## config.mk

```make
export PLATFORM = sky130hd
export DESIGN_NAME = fmt_packer
export DESIGN_NICKNAME = d
export VERILOG_FILES = /design/src/rtl/fmt_packer.sv
export SDC_FILE = /design/constraint.sdc
export NUM_CORES = 1
export LEC_CHECK = 0
export ABC_CLOCK_PERIOD_IN_PS = 2400
export BUFFER_PORTS_ARGS = -buffer_cell sky130_fd_sc_hd__buf_2
export CELL_PAD_IN_SITES_DETAIL_PLACEMENT = 0
export CELL_PAD_IN_SITES_GLOBAL_PLACEMENT = 1
export CORE_ASPECT_RATIO = 2
export CORE_MARGIN = 10
export CORE_UTILIZATION = 34
export CTS_BUF_LIST = sky130_fd_sc_hd__clkbuf_8
export DETAILED_ROUTE_END_ITERATION = 10
export PLACE_DENSITY_LB_ADDON = 0.15
export RECOVER_POWER = 100
export SKIP_LAST_GASP = 1
export SLEW_MARGIN = 40
export SYNTH_ARGS = -nofsm -noshare
export SYNTH_HDL_FRONTEND = slang
export SYNTH_SLANG_ARGS = --single-unit
```

## constraint.sdc

```tcl
create_clock -name clk -period 2.4 [get_ports clk]
set_input_delay 0.24 -clock clk [delete_from_list [all_inputs] [get_ports clk]]
set_output_delay 0.24 -clock clk [all_outputs]
set_load 0.03 [all_outputs]
```

## src/rtl/fmt_packer.sv

```systemverilog
// -----------------------------------------------------------------------------
// fmt_packer
//
// Single-channel packet formatter. Sits behind a first-word-fall-through
// channel FIFO and its flag generator. It waits until a full packet of
// cfg_len words is buffered, requests the output arbiter, and once granted
// pops exactly one packet and streams it out as registered beats framed by
// fmt_start / fmt_end.
//
// Optional feature macro: FMT_PARITY_EN
//   When defined, adds fmt_parity, the even parity of each registered beat.
//
// Ports:
//   clk            in   single clock, rising edge
//   rst_n          in   synchronous active-low reset
//   fifo_rdata     in   FIFO head word (valid whenever fifo_empty = 0)
//   fifo_empty     in   FIFO empty flag
//   fifo_slack     in   FIFO free entries
//   fifo_rd_en     out  pop FIFO head this cycle
//   cfg_len        in   packet length in words (legal 1..MAX_CNT)
//   fmt_req        out  request to arbiter
//   fmt_grant      in   one-cycle grant pulse
//   fmt_chid       out  constant channel id
//   fmt_length     out  length latched for the current packet
//   fmt_send       out  beat valid
//   fmt_data       out  beat payload
//   fmt_start      out  first beat of packet
//   fmt_end        out  last beat of packet
//   fmt_underflow  out  sticky: FIFO ran empty while sending
//   fmt_parity     out  beat parity (FMT_PARITY_EN only)
// -----------------------------------------------------------------------------
module fmt_packer #(
   parameter int         DATA_W   = 32,
   parameter int         PTR_WIDE = 3,
   parameter int         MAX_CNT  = 8,
   parameter logic [1:0] CH_ID    = 2'd0
) (
   input  logic                clk,
   input  logic                rst_n,
   input  logic [DATA_W-1:0]   fifo_rdata,
   input  logic                fifo_empty,
   input  logic [PTR_WIDE:0]   fifo_slack,
   output logic                fifo_rd_en,
   input  logic [PTR_WIDE:0]   cfg_len,
   output logic                fmt_req,
   input  logic                fmt_grant,
   output logic [1:0]          fmt_chid,
   output logic [PTR_WIDE:0]   fmt_length,
   output logic                fmt_send,
   output logic [DATA_W-1:0]   fmt_data,
   output logic                fmt_start,
   output logic                fmt_end,
`ifdef FMT_PARITY_EN
   output logic                fmt_underflow,
   output logic                fmt_parity
`else
   output logic                fmt_underflow
`endif
);

   localparam int                LEN_W = PTR_WIDE + 1;
   localparam logic [PTR_WIDE:0] MAX_W = LEN_W'(MAX_CNT);
   localparam logic [PTR_WIDE:0] ONE_W = LEN_W'(1);

   typedef enum logic [1:0] {
      ST_IDLE,
      ST_REQ,
      ST_SEND,
      ST_DONE
   } state_e;

   state_e              state_q, state_d;
   logic [PTR_WIDE:0]   len_q, len_d;
   logic [PTR_WIDE:0]   cnt_q, cnt_d;
   logic                underflow_q, underflow_d;

   logic                send_q;
   logic [DATA_W-1:0]   data_q;
   logic                start_q;
   logic                end_q;
`ifdef FMT_PARITY_EN
   logic                parity_q;
`endif

   logic [PTR_WIDE:0]   avail;
   logic                len_ok;
   logic                pop;
   logic                first_pop;
   logic                last_pop;

   // A slack above the depth is a corrupted count; treating it as nothing
   // buffered keeps the subtraction from wrapping into a large occupancy.
   assign avail  = (fifo_slack > MAX_W) ? '0 : (MAX_W - fifo_slack);
   assign len_ok = (cfg_len != '0) && (cfg_len <= MAX_W);

   // The counter is loaded with the packet length at grant and only moves on
   // a pop, so "counter still equals length" marks the first pop even when
   // underflow stalls precede it.
   assign first_pop = (cnt_q == len_q);
   assign last_pop  = (cnt_q == ONE_W);

   // NOTE: every signal driven here gets a default before the case so that no
   // path leaves it unassigned; a missing default infers a latch.
   always_comb begin
      state_d     = state_q;
      len_d       = len_q;
      cnt_d       = cnt_q;
      underflow_d = underflow_q;
      pop         = 1'b0;
      fmt_req     = 1'b0;

      case (state_q)
         ST_IDLE: begin
            if (len_ok && (avail >= cfg_len)) begin
               len_d   = cfg_len;
               state_d = ST_REQ;
            end
         end

         ST_REQ: begin
            fmt_req = 1'b1;
            if (fmt_grant) begin
               cnt_d   = len_q;
               state_d = ST_SEND;
            end
         end

         ST_SEND: begin
            pop = !fifo_empty;
            if (pop) begin
               cnt_d = cnt_q - ONE_W;
               if (last_pop) begin
                  state_d = ST_DONE;
               end
            end else begin
               underflow_d = 1'b1;
            end
         end

         ST_DONE: begin
            // Final beat is on the registered outputs this cycle.
            state_d = ST_IDLE;
         end

         default: begin
            state_d = ST_IDLE;
         end
      endcase
   end

   assign fifo_rd_en = pop;
   assign fmt_chid   = CH_ID;

   // NOTE: sequential state uses non-blocking assignments so every register
   // samples pre-edge values regardless of statement order.
   always_ff @(posedge clk) begin
      if (!rst_n) begin
         state_q     <= ST_IDLE;
         len_q       <= '0;
         cnt_q       <= '0;
         underflow_q <= 1'b0;
         send_q      <= 1'b0;
         data_q      <= '0;
         start_q     <= 1'b0;
         end_q       <= 1'b0;
`ifdef FMT_PARITY_EN
         parity_q    <= 1'b0;
`endif
      end else begin
         state_q     <= state_d;
         len_q       <= len_d;
         cnt_q       <= cnt_d;
         underflow_q <= underflow_d;
         // Beat registers trail the pop by one cycle; a stall leaves a gap.
         send_q      <= pop;
         data_q      <= pop ? fifo_rdata : '0;
         start_q     <= pop && first_pop;
         end_q       <= pop && last_pop;
`ifdef FMT_PARITY_EN
         parity_q    <= pop ? (^fifo_rdata) : 1'b0;
`endif
      end
   end

   assign fmt_length    = len_q;
   assign fmt_send      = send_q;
   assign fmt_data      = data_q;
   assign fmt_start     = start_q;
   assign fmt_end       = end_q;
   assign fmt_underflow = underflow_q;
`ifdef FMT_PARITY_EN
   assign fmt_parity    = parity_q;
`endif

endmodule

```

# After elaboration in Yosys (flattened, before gate mapping)
# Index checks and enable logic that the tools add are counted.
dict set report classes {
  add_sub_neg 2
  n_mul 0
  n_div 0
  magnitude_cmp 3
  n_eq_ne 9
  n_shift 0
  muxes 11
  n_bitwise 0
  reduce_logical 13
}
# cell n
set op_table {}
lappend op_table {{4-bit two-way mux} 3}
lappend op_table {{2-bit two-way mux} 4}
lappend op_table {{2-bit != test (second input constant)} 4}
lappend op_table {{2-bit case mux with 4 select lines} 1}
lappend op_table {{4-bit case mux with 2 select lines} 1}
lappend op_table {{2-bit AND reduction} 3}
lappend op_table {{2-bit equality test (second input constant)} 2}
lappend op_table {{4-bit by 1-bit equality test with 1-bit output (second input constant)} 1}
lappend op_table {{4-bit equality test} 1}
lappend op_table {{4-bit greater-or-equal comparator} 1}
lappend op_table {{4-bit > comparator (second input constant)} 1}
lappend op_table {{4-bit <= comparator (second input constant)} 1}
lappend op_table {{1-bit logical AND} 4}
lappend op_table {{4-bit AND reduction} 1}
lappend op_table {{4-bit nonzero test} 1}
lappend op_table {{4-bit by 1-bit subtractor with 4-bit output (second input constant)} 1}
lappend op_table {{4-bit subtractor (first input constant)} 1}
lappend op_table {{3-bit AND reduction} 1}
lappend op_table {{2-bit by 1-bit equality test with 1-bit output (second input constant)} 1}
lappend op_table {{2-bit zero test} 1}
lappend op_table {{1-bit two-way mux} 2}
lappend op_table {{2-bit nonzero test} 1}
lappend op_table {{1-bit zero test} 1}
dict set report totals {
  register_bits 46
  latch_bits 0
  ramBits 0
  mem_bits_ro 0
  word_cells 46
  memories 0
}

# Logic depth before layout (Yosys ltp)
# Gate-level depths: netlist of the first run.
dict set report logic_depth {
  word_depth 6
  ltp_mapped 10
  ltp_nobuf 9
}

# Least setup slack after synthesis of the first run
# Ideal clock, no wire load.
dict set report synth_timing {
  path_kind {input to register}
  from {input port fifo_slack[1]}
  to {register len_q[0] (netlist: fmt_length[0])}
  setup_time_ns 0.126
  arrival_time_ns 1.646
  required_time_ns 2.274
  slack_ns 0.628
  stages 8
  cell_sequence {or3_1 -> a21oi_1 -> ha_1 -> a21oi_1 -> o21ai_1 -> and3_1 -> clkbuf_1 -> mux2i_1}
}
dict set report synth_via {
  elab_chain_len 5
}
# element line_no
set synth_lines {}
lappend synth_lines {{start: declaration} 42} ;# input logic [PTR_WIDE:0] fifo_slack,
lappend synth_lines {{4-bit subtractor or 4-bit > comparator (tied branches)} 93} ;# assign avail = (fifo_slack > MAX_W) ? '0 : (MAX_W - fifo_slack);
lappend synth_lines {{4-bit two-way mux (*)} 93}
lappend synth_lines {{4-bit greater-or-equal comparator (*)} 114} ;# if (len_ok && (avail >= cfg_len)) begin
lappend synth_lines {{1-bit logical AND (*)} 114}
lappend synth_lines {{2-bit AND reduction (no source line) (*)} n/a}
lappend synth_lines {{end signal: assignment} 171} ;# len_q <= len_d;
lappend synth_lines {{end: declaration} 73} ;# logic [PTR_WIDE:0] len_q, len_d;
# Mark *: on every way between the ends. The rest lies on a longest branch, timed or not.
# A chain may end at the register's enable or synchronous reset.

# Worst setup path after layout of the first run
dict set report layout_timing {
  from {register state_q[0]}
  to {output port fifo_rd_en}
}
dict set report layout_via {
  elab_chain_len 2
}
# element line_no
set layout_lines {}
lappend layout_lines {{start: declaration} 72} ;# state_e state_q, state_d;
lappend layout_lines {{start signal: assignment} 170} ;# state_q <= state_d;
lappend layout_lines {{2-bit equality test} 112} ;# case (state_q)
lappend layout_lines {{1-bit two-way mux} 112}
lappend layout_lines {{end: declaration} 43} ;# output logic fifo_rd_en,
# No other way between the ends.

==> flow_metrics.env, run 1 <==
export IMPL_status="completed"
export IMPL_drc_errors=0
export IMPL_cp_max_fo=15
export IMPL_synth_cells=185
export IMPL_async_flop_share_pct=0
export IMPL_drv_slew=0
export IMPL_wl_per_cell_um=15.53
export IMPL_grt_pass1_wl_mm=8.107
export IMPL_n_antenna_cell=0
export IMPL_final_hold_viol_count=0
export IMPL_gp_congestion=0.7299
export IMPL_layout_area_seq_um2=920.9
export IMPL_ys_seq_elements=46
export IMPL_internal_power_mw=1.170
export IMPL_areaGrowthSynthToFinish_pct=27.62
export IMPL_dieArea_um2=8878
export IMPL_hpwl_mm=4.125
export IMPL_post_cts_buffers=0
export IMPL_skew_ps=5.583
export IMPL_cts_num_sinks=46
export IMPL_p_sw_share_pct=30.53
export IMPL_cts_buffers=5
export IMPL_synth_edf_count=0
export IMPL_max_freq_ghz=0.4827
export IMPL_die_y_um=123.6
export IMPL_final_nets=324
export IMPL_final_min_clock_period_ps=2072
export IMPL_drv_cap=0
export IMPL_multi_input_area_um2=799.5
export IMPL_cts_resized=0
export IMPL_fin_crit_sh_pct=86.32
export IMPL_setup_violations=0
export IMPL_synth_distinct_cells=37
export IMPL_die_x_um=71.81
export IMPL_end_kind="output pin"
export IMPL_critPathMostFrequentCell="inv_1"
export IMPL_cts_tree="yes"
export IMPL_setup_tns_ps=0
export IMPL_critPathSlowestCell="ha_1"
export IMPL_num_vias=1535
export IMPL_powerDensity_nw_per_um2=723.0
export IMPL_path_cells="inv_1 -> ha_1 -> inv_1 -> nor2_1 -> buf_4 -> clkbuf_2"
export IMPL_grt_pass1_vias=1566
export IMPL_holdCritStartpoint="fifo_rdata[22]"
export IMPL_p_total_mw=1.684
export IMPL_grt_overflow=0
export IMPL_wl_mm=5.095
export IMPL_rsz0062_at_grt="no"
export IMPL_clockRootBuffer="clkbuf_8"
export IMPL_grt_max_degree=29
export IMPL_yosys_warnings=0
export IMPL_drive_gt1_share_pct=20.74
export IMPL_combinationalPowerShare_pct=22.7
export IMPL_grt_usage_pct=11.50
export IMPL_yosysSeqAreaShare_pct=50.45
export IMPL_start_kind="flop"
export IMPL_p_leak_nw=1.134
export IMPL_drtAntennaViolNets=0
export IMPL_worstPathRequired_ps=2160
export IMPL_peakVddDrop_mv=0.4033
export IMPL_switchingPower_mw=0.5142
export IMPL_avgSynthCellArea_um2=9.868
export IMPL_arrival_ps=1830
export IMPL_io_pins=88
export IMPL_pwr_share_seq_pct=48.8
export IMPL_max_stage_delay_ps=380
export IMPL_io_buffers=85
export IMPL_antenna_found_initial=0
export IMPL_vias_per_cell=4.680
export IMPL_cts_clk_slew_worst_paths_ps=80
export IMPL_cts_htree_levels=2
export IMPL_drt_iter0_drc=87
export IMPL_synth_cell_area_um2=1826
export IMPL_crit_path_start="state_q[0]"
export IMPL_first_pass_iters=4
export IMPL_fp_coreArea_um2=5185
export IMPL_clockPowerShare_pct=28.5
export IMPL_clockBufferDepth=2
export IMPL_nFillCells=570
export IMPL_critPathKind="flop to output pin"
export IMPL_postCtsHoldBufs=0
export IMPL_synthFlopType="dfxtp_1"
export IMPL_initial_core_util_pct=35.21
export IMPL_num_rows=37
export IMPL_min_path_type="input port to flop"
export IMPL_timing_rr_start="state_q[0]"
export IMPL_insertion_delay_ps=290
-- state kept, by name (all words and copies together), names as in the netlist --
name	count
state_q	2
fmt_data	32
fmt_length	4
fmt_end	1
cnt_q	4
fmt_start	1
fmt_send	1
fmt_underflow	1
-- layer usage --
| metal | GRT usage, % | up-vias | routed length, um |
|---|---|---|---|
| li1 | - | 787 | - |
| met1 | 10.85 | 681 | 1837 |
| met2 | 21.34 | 59 | 2754 |
| met3 | 4.140 | 8 | 400 |
| met4 | 5.231 | 0 | 103 |
| met5 | 0 | - | 0 |
-- Yosys cell counts (all sizes together) (2+ instances only) --
| library cell | count | area (um^2) |
|---|---|---|
| a21oi | 5 | 25.02 |
| dfxtp | 46 | 920.9 |
| nor2 | 7 | 26.28 |
| xnor2 | 3 | 26.28 |
| mux2i | 7 | 70.07 |
| o41ai | 2 | 17.52 |
| o21ai | 3 | 15.01 |
| o211ai | 4 | 30.03 |
| xor2 | 3 | 26.28 |
| clkbuf | 8 | 30.03 |
| ha | 11 | 137.6 |
| nand2b | 2 | 12.51 |
| nand2 | 15 | 56.30 |
| and3 | 33 | 206.5 |
| nor3 | 3 | 26.28 |
| buf | 4 | 25.02 |
| a21boi | 2 | 15.02 |
| inv | 13 | 48.80 |
-- final cells by class --
type / instances / area share [%]
Clock buffer: 6 / 3.545
Multi-Input combinational cell: 115 / 34.32
Sequential cell: 46 / 39.53
Clock inverter: 2 / 0.5371
Inverter: 13 / 2.095
Timing Repair Buffer: 88 / 16.86
Tap cell: 58 / 3.115
-- worst paths after layout --
path                            slack, ps       endpoint  depth (start not counted)
worst min register to register        470  fmt_underflow                          1
worst max register to register        450       cnt_q[0]                          6
worst min-delay path                  170   fmt_data[22]                          2
worst max-delay path                  330     fifo_rd_en                          6
-- through the flow --
step	cell area (um^2)	hold WS, ps	setup slack, ps	std cells	utilization (%)
floorplan	1829	382.2	627.8	186	-
global placement	2295	443.9	442.0	320	44.26
detailed placement	2295	456.8	442.1	320	44.26
CTS	2390	162.8	335.5	328	46.09
global route	2330	164.7	173.1	328	44.93
finish	2330	171.4	328.4	328	44.93
-- placed cells by master, fill, tap and decap left out, types with 3 or more instances in the layout --
cell type   n
a21oi_1     5
and3_1     33
buf_2      42
clkbuf_1   42
clkbuf_8    6
dfxtp_1    46
ha_1       11
inv_1      13
mux2i_1     7
nand2_1    15
nor2_1      7
o211ai_1    4
o21ai_0     3
xnor2_1     3
xor2_1      3
-- worst max-delay path: cells and delay by family (launching register included) --
| kind | cells | cell delay, ps |
|---|---|---|
| fa+ha+maj | 1 | 380 |
| simple gates | 1 | 120 |
| buf+inv | 4 | 690 |
| flops | 1 | 340 |
-- power groups by stage --
stage | Combinational (mW) | Clock, mW | Sequential, mW
after floorplan | 0.252 | 0 | 0.870
after global placement | 0.404 | 0 | 0.839
after detailed placement | 0.404 | 0 | 0.840
after CTS | 0.406 | 0.496 | 0.823
after global routing | 0.437 | 0.524 | 0.827
final | 0.382 | 0.481 | 0.822
-- logic make-up after synthesis --
family	after synthesis	share of synthesized area, %
other	1	0.2054
buffers and inverters	25	5.689
DFF	46	50.45
muxes	8	4.455
and+or+nand+nor	67	20.63
xor gates and xnor gates	6	2.879
adders and majority gates	11	7.539
AOI/OAI and AO/OA	21	8.157
No activity file was read; power rests on OpenSTA's default activity.
==> run 2, diff against run 1 <==
Settings changed: ABC_AREA set to 1, CORE_UTILIZATION 34 to 33.
==> run 2 against run 1 <==
  * Final cell count up 16%
  * Sequential power rose by 8.8%
  * Sequential share of layout area increased by 0.11 points
==> flow_metrics.env, run 2 <==
export IMPL_synth_top_area_share_pct=49.30
export IMPL_crit_path_start="state_q[0]"
export IMPL_post_cts_buffers=0
export IMPL_insertion_delay_ps=300
export IMPL_grt_usage_pct=9.937
export IMPL_met1_usage_pct=7.528
export IMPL_skew_ps=8.994
export IMPL_areaGrowthSynthToFinish_pct=24.38
export IMPL_initial_core_util_pct=34.16
export IMPL_num_rows=38
export IMPL_layout_common_cells="56 x inv_1, 46 x dfxtp_1, 43 x clkbuf_1"
export IMPL_grtUsageMet2_pct=19.57
export IMPL_postCtsHoldBufs=0
export IMPL_peakVddDrop_mv=0.4963
export IMPL_io_buffers=85
export IMPL_synthTopCellsByCount="54 x inv_1, 46 x dfxtp_1, 37 x nor2_1, 31 x nand2_1, 14 x a21oi_1"
export IMPL_rsz0062_at_grt="no"
export IMPL_grt_max_degree=35
export IMPL_p_total_mw=1.979
export IMPL_cp_max_fo=8
export IMPL_final_min_clock_period_ps=1854
export IMPL_clockRootBuffer="clkbuf_8"
export IMPL_worstPathRequired_ps=2160
export IMPL_powerDensity_nw_per_um2=851.6
export IMPL_setup_violations=0
export IMPL_fp_coreArea_um2=5468
export IMPL_holdCritStartpoint="fifo_rdata[1]"
export IMPL_critPathKind="flop to output pin"
export IMPL_gp_congestion=0.7074
export IMPL_wl_mm=4.782
export IMPL_synth_most_common_cell="inv_1"
export IMPL_final_common_cell="inv_1"
export IMPL_final_nets=376
export IMPL_grt_pass1_wl_mm=7.245
export IMPL_r2r_end="fmt_start"
export IMPL_async_flop_share_pct=0
export IMPL_drv_cap=0
export IMPL_worst_slew_pin_transition_ps=606.2
export IMPL_synthTopCellsByArea="dfxtp_1 49%, inv_1 11%, nor2_1 7.4%"
export IMPL_synthFlopType="dfxtp_1"
export IMPL_avgSynthCellArea_um2=8.017
export IMPL_met3_usage_pct=3.669
export IMPL_n_antenna_cell=0
export IMPL_io_pins=88
export IMPL_ys_seq_elements=46
export IMPL_yosysTopAreaCell="dfxtp_1"
export IMPL_die_x_um=73.20
export IMPL_timing_rr_start="state_q[0]"
export IMPL_antenna_found_initial=0
export IMPL_drive_gt1_share_pct=16.82
export IMPL_nFillCells=627
export IMPL_die_y_um=126.4
export IMPL_drv_slew=0
export IMPL_busiest_layer="met2"
export IMPL_hpwl_mm=3.959
export IMPL_drc_errors=0
export IMPL_synth_distinct_cells=25
export IMPL_cts_num_sinks=46
export IMPL_largest_register_ffs=32
export IMPL_yosysSeqAreaShare_pct=49.30
export IMPL_status="completed"
export IMPL_fin_crit_sh_pct=77.24
export IMPL_grt_overflow=0
export IMPL_synth_edf_count=0
export IMPL_max_freq_ghz=0.5394
export IMPL_start_kind="flop"
export IMPL_cts_clk_slew_worst_paths_ps=80
export IMPL_dieArea_um2=9252
export IMPL_cts_buffers=5
export IMPL_num_vias=1634
export IMPL_clockBufferDepth=2
export IMPL_cts_resized=0
export IMPL_synth_cells=233
export IMPL_reg2reg_depth=8
export IMPL_end_kind="output pin"
export IMPL_grt_pass1_vias=1601
export IMPL_min_path_type="input port to flop"
export IMPL_arrival_ps=1610
export IMPL_yosys_warnings=0
export IMPL_wl_per_cell_um=12.55
export IMPL_slew_headroom_pct=59.44
export IMPL_cts_tree="yes"
export IMPL_drtAntennaViolNets=0
export IMPL_first_pass_iters=4
export IMPL_setup_tns_ps=0
export IMPL_vias_per_cell=4.289
export IMPL_r2r_slack_ps=560
export IMPL_p_leak_nw=1.211
export IMPL_cts_htree_levels=2
export IMPL_drt_iter0_drc=39
export IMPL_synth_cell_area_um2=1868
export IMPL_crit_end="fifo_rd_en"
export IMPL_final_hold_viol_count=0
==> run 2: logic make-up after synthesis <==
kind of cell               share of synthesized area [%]
DFF                                                49.30
buffers and inverters                              14.47
and+or+nand+nor                                    19.69
other                                             0.2007
AOI/OAI and AO/OA                                  7.569
adders and majority gates                          7.368
xor gates and xnor gates                           1.407
==> run 2: final cells by class <==
cell class | instances | area (um^2) | area share [%]
clock buffer | 5 | 68.82 | 2.962
timing repair buffer | 85 | 371.6 | 15.99
multi-input combinational | 126 | 663.1 | 28.54
tap | 60 | 75.07 | 3.231
clock inverter | 2 | 10.01 | 0.4308
inverter | 57 | 214.0 | 9.208
sequential | 46 | 920.9 | 39.63
==> run 2: worst min path at each step <==
stage                    endpoint  slack [ps]  cells past startpoint
floorplan             fmt_data[0]         350                      2
global placement    fmt_underflow         440                      2
detailed placement  fmt_underflow         450                      2
CTS                   fmt_data[1]         130                      3
global route          fmt_data[1]         140                      3
finish                fmt_data[1]         150                      3
==> run 2: metal layers <==
layer  part of all wire (%)  wire length [um]  up-vias
met5                      0                 0        -
met4                    1.7                83        0
met3                     10               490        4
met2                     56              2682       55
met1                     32              1525      712
li1                       -                 -      863
==> run 2: report_power, final <==
group	total, mW	internal (mW)	switching [mW]	leakage, nW
clock network	0.436	0.195	0.240	0.0438
logic	0.649	0.213	0.436	0.794
registers	0.894	0.841	0.0531	0.372
total	1.98	1.25	0.730	1.21
==> run 2: worst max-delay path, stage by stage, from the launching register on <==
cell	delay, ps
dfxtp_1	340
inv_1	100
ha_1	300
inv_2	140
nor2_4	110
clkbuf_1	320
==> run 2: metrics by stage <==
step / utilization [%] / hold WS, ps / instance area (um^2) / cells / setup WS, ps
final: 42.49 / 146.4 / 2323 / 381 / 546.1
after global routing: 42.49 / 136.9 / 2323 / 381 / 268.7
after CTS: 43.80 / 132.6 / 2395 / 381 / 593.7
after detailed placement: 42.36 / 445.4 / 2316 / 374 / 425.1
after global placement: 42.36 / 440.7 / 2316 / 374 / 425.2
after floorplan: - / 352.2 / 1872 / 234 / 792.7
==> run 3, diff against run 2 <==
Settings changed: ABC_CLOCK_PERIOD_IN_PS 2400 to 1850.
Clock period 2.4 ns to 1.85 ns, I/O delays scaled along.
==> run 3 against run 2 <==
  * Die area stayed put
  * Utilization is 0.85 points higher
  * Routed wire length is 4.1% higher
  * Critical endpoint unchanged
  * Global-route usage is 0.48 points higher
  * Highest routed layer unchanged
  * Combinational power is 34% higher
  * Sequential cell count stayed put
  * Setup slack worse by 350 ps
  * Critical path depth stayed put
  * Final area is 2.0% higher
  * Power is 40% higher
  * Count of clock-buffer cells in the layout stayed put
==> flow_metrics.env, run 3 (same netlist as run 2, synthesis figures left out) <==
export IMPL_min_path_type="input port to flop"
export IMPL_drc_errors=0
export IMPL_setup_violations=0
export IMPL_wl_per_cell_um=12.99
export IMPL_cts_buffers=5
export IMPL_end_kind="output pin"
export IMPL_final_nets=377
export IMPL_fin_util_pct=43.34
export IMPL_dp_cells=375
export IMPL_cts_clk_slew_worst_paths_ps=90
export IMPL_fin_crit_sh_pct=89.28
export IMPL_fin_cells=383
export IMPL_max_stage_delay_ps=340
export IMPL_first_pass_iters=4
export IMPL_insertion_delay_ps=300
export IMPL_cts_tree="yes"
export IMPL_cts_num_sinks=46
export IMPL_p_leak_nw=1.237
export IMPL_peakVddDrop_mv=0.8272
export IMPL_initial_core_util_pct=34.16
export IMPL_drtAntennaViolNets=0
export IMPL_drv_slew=0
export IMPL_path_cells="inv_1 -> ha_2 -> inv_2 -> nor2_4 -> clkbuf_2"
export IMPL_powerDensity_nw_per_um2=1166
export IMPL_critPathSlowestCell="dfxtp_1"
export IMPL_arrival_ps=1470
export IMPL_wl_mm=4.977
export IMPL_die_y_um=126.4
export IMPL_final_hold_viol_count=0
export IMPL_worstPathRequired_ps=1660
export IMPL_fin_ws_ps=198.2
export IMPL_critPathKind="flop to output pin"
export IMPL_pre_cts_ws_ps=-60.93
export IMPL_layout_common_cells="56 x inv_1, 46 x dfxtp_1, 44 x buf_2"
export IMPL_status="completed"
export IMPL_drv_cap=0
export IMPL_hpwl_mm=4.051
export IMPL_num_vias=1640
export IMPL_skew_ps=5.292
export IMPL_fp_coreArea_um2=5468
export IMPL_final_common_cell="inv_1"
export IMPL_vias_per_cell=4.282
export IMPL_max_freq_ghz=0.6054
export IMPL_drt_iter0_drc=69
export IMPL_clockBufferDepth=2
export IMPL_grt_pass1_wl_mm=7.610
export IMPL_grt_max_degree=19
export IMPL_num_rows=38
export IMPL_grt_pass1_vias=1671
export IMPL_dieArea_um2=9252
export IMPL_grt_overflow=0
export IMPL_die_x_um=73.20
export IMPL_areaGrowthSynthToFinish_pct=26.86
export IMPL_gp_congestion=0.7164
export IMPL_io_pins=88
export IMPL_holdWs_ps=87.57
export IMPL_start_kind="flop"
export IMPL_io_buffers=85
export IMPL_cp_max_fo=8
export IMPL_clockRootBuffer="clkbuf_8"
export IMPL_largest_register_ffs=32
export IMPL_n_antenna_cell=0
export IMPL_antenna_found_initial=0
export IMPL_final_min_clock_period_ps=1652
export IMPL_rsz0062_at_grt="no"
export IMPL_drive_gt1_share_pct=18.27
export IMPL_grt_usage_pct=10.42
export IMPL_cts_htree_levels=2
==> run 3: changes by cell type in the layout (fill, tap and decap cells not counted), sizes merged <==
cell	before	now
clkinv	2	0
clkinvlp	0	1
clkbuf	48	47
buf	42	44
bufinv	0	1
inv	57	58
==> run 3: critical path, delay by kind of cell, from the launching register on <==
| kind | cells | cell delay, ps |
|---|---|---|
| and+or+nand+nor | 1 | 120 |
| adders and majority gates | 1 | 270 |
| DFF | 1 | 340 |
| buffers and inverters | 3 | 440 |
==> run 3: final cells by class <==
cell class	count	area, um^2
Multi-Input combinational cell	126	670.6
Inverter	57	214.0
Timing Repair Buffer	86	379.1
Sequential cell	46	920.9
Clock inverter	3	41.29
Tap cell	60	75.07
Fill cell	610	3098
Clock buffer	5	68.82
==> run 3: final timing paths <==
| path | from | depth (start not counted) | end | slack, ps |
|---|---|---|---|---|
| max | state_q[0] | 5 | fifo_rd_en | 200 |
| max reg2reg | state_q[0] | 8 | cnt_q[0] | 210 |
| min reg2reg | fmt_underflow | 2 | fmt_underflow | 490 |
| min | fifo_rdata[1] | 3 | fmt_data[1] | 90 |
==> run 3: through the flow <==
step                      power [mW]  setup TNS (ps)  cell area [um^2]
after floorplan                1.851               0              1872
after global routing           2.962               0              2370
final                          2.763               0              2370
after global placement         2.097          -198.4              2336
after detailed placement       2.105          -187.5              2336
after CTS                      2.848               0              2446
==> run 3: routing by layer <==
metal | global-route usage [%] | wire length, um | up-vias
met2 | 20.23 | 2734 | 59
met3 | 3.435 | 482 | 4
met5 | 0 | 0 | -
li1 | - | - | 863
met4 | 5.730 | 80 | 0
met1 | 8.372 | 1679 | 714
==> run 3: report_power, final <==
part	leakage, nW	total (mW)	switching, mW	internal [mW]
Clock	0.0556	0.734	0.336	0.398
Combinational	0.809	0.868	0.583	0.285
Sequential	0.372	1.16	0.0712	1.09
==> run 3: what timing repair did <==
| item | CTS | global route |
|---|---|---|
| hold endpoints to repair | 0 | 0 |
| hold buffers | 0 | 0 |
| setup endpoints to repair | 0 | 1 |
| setup buffers | 0 | 0 |
| resized for setup | 0 | 1 |
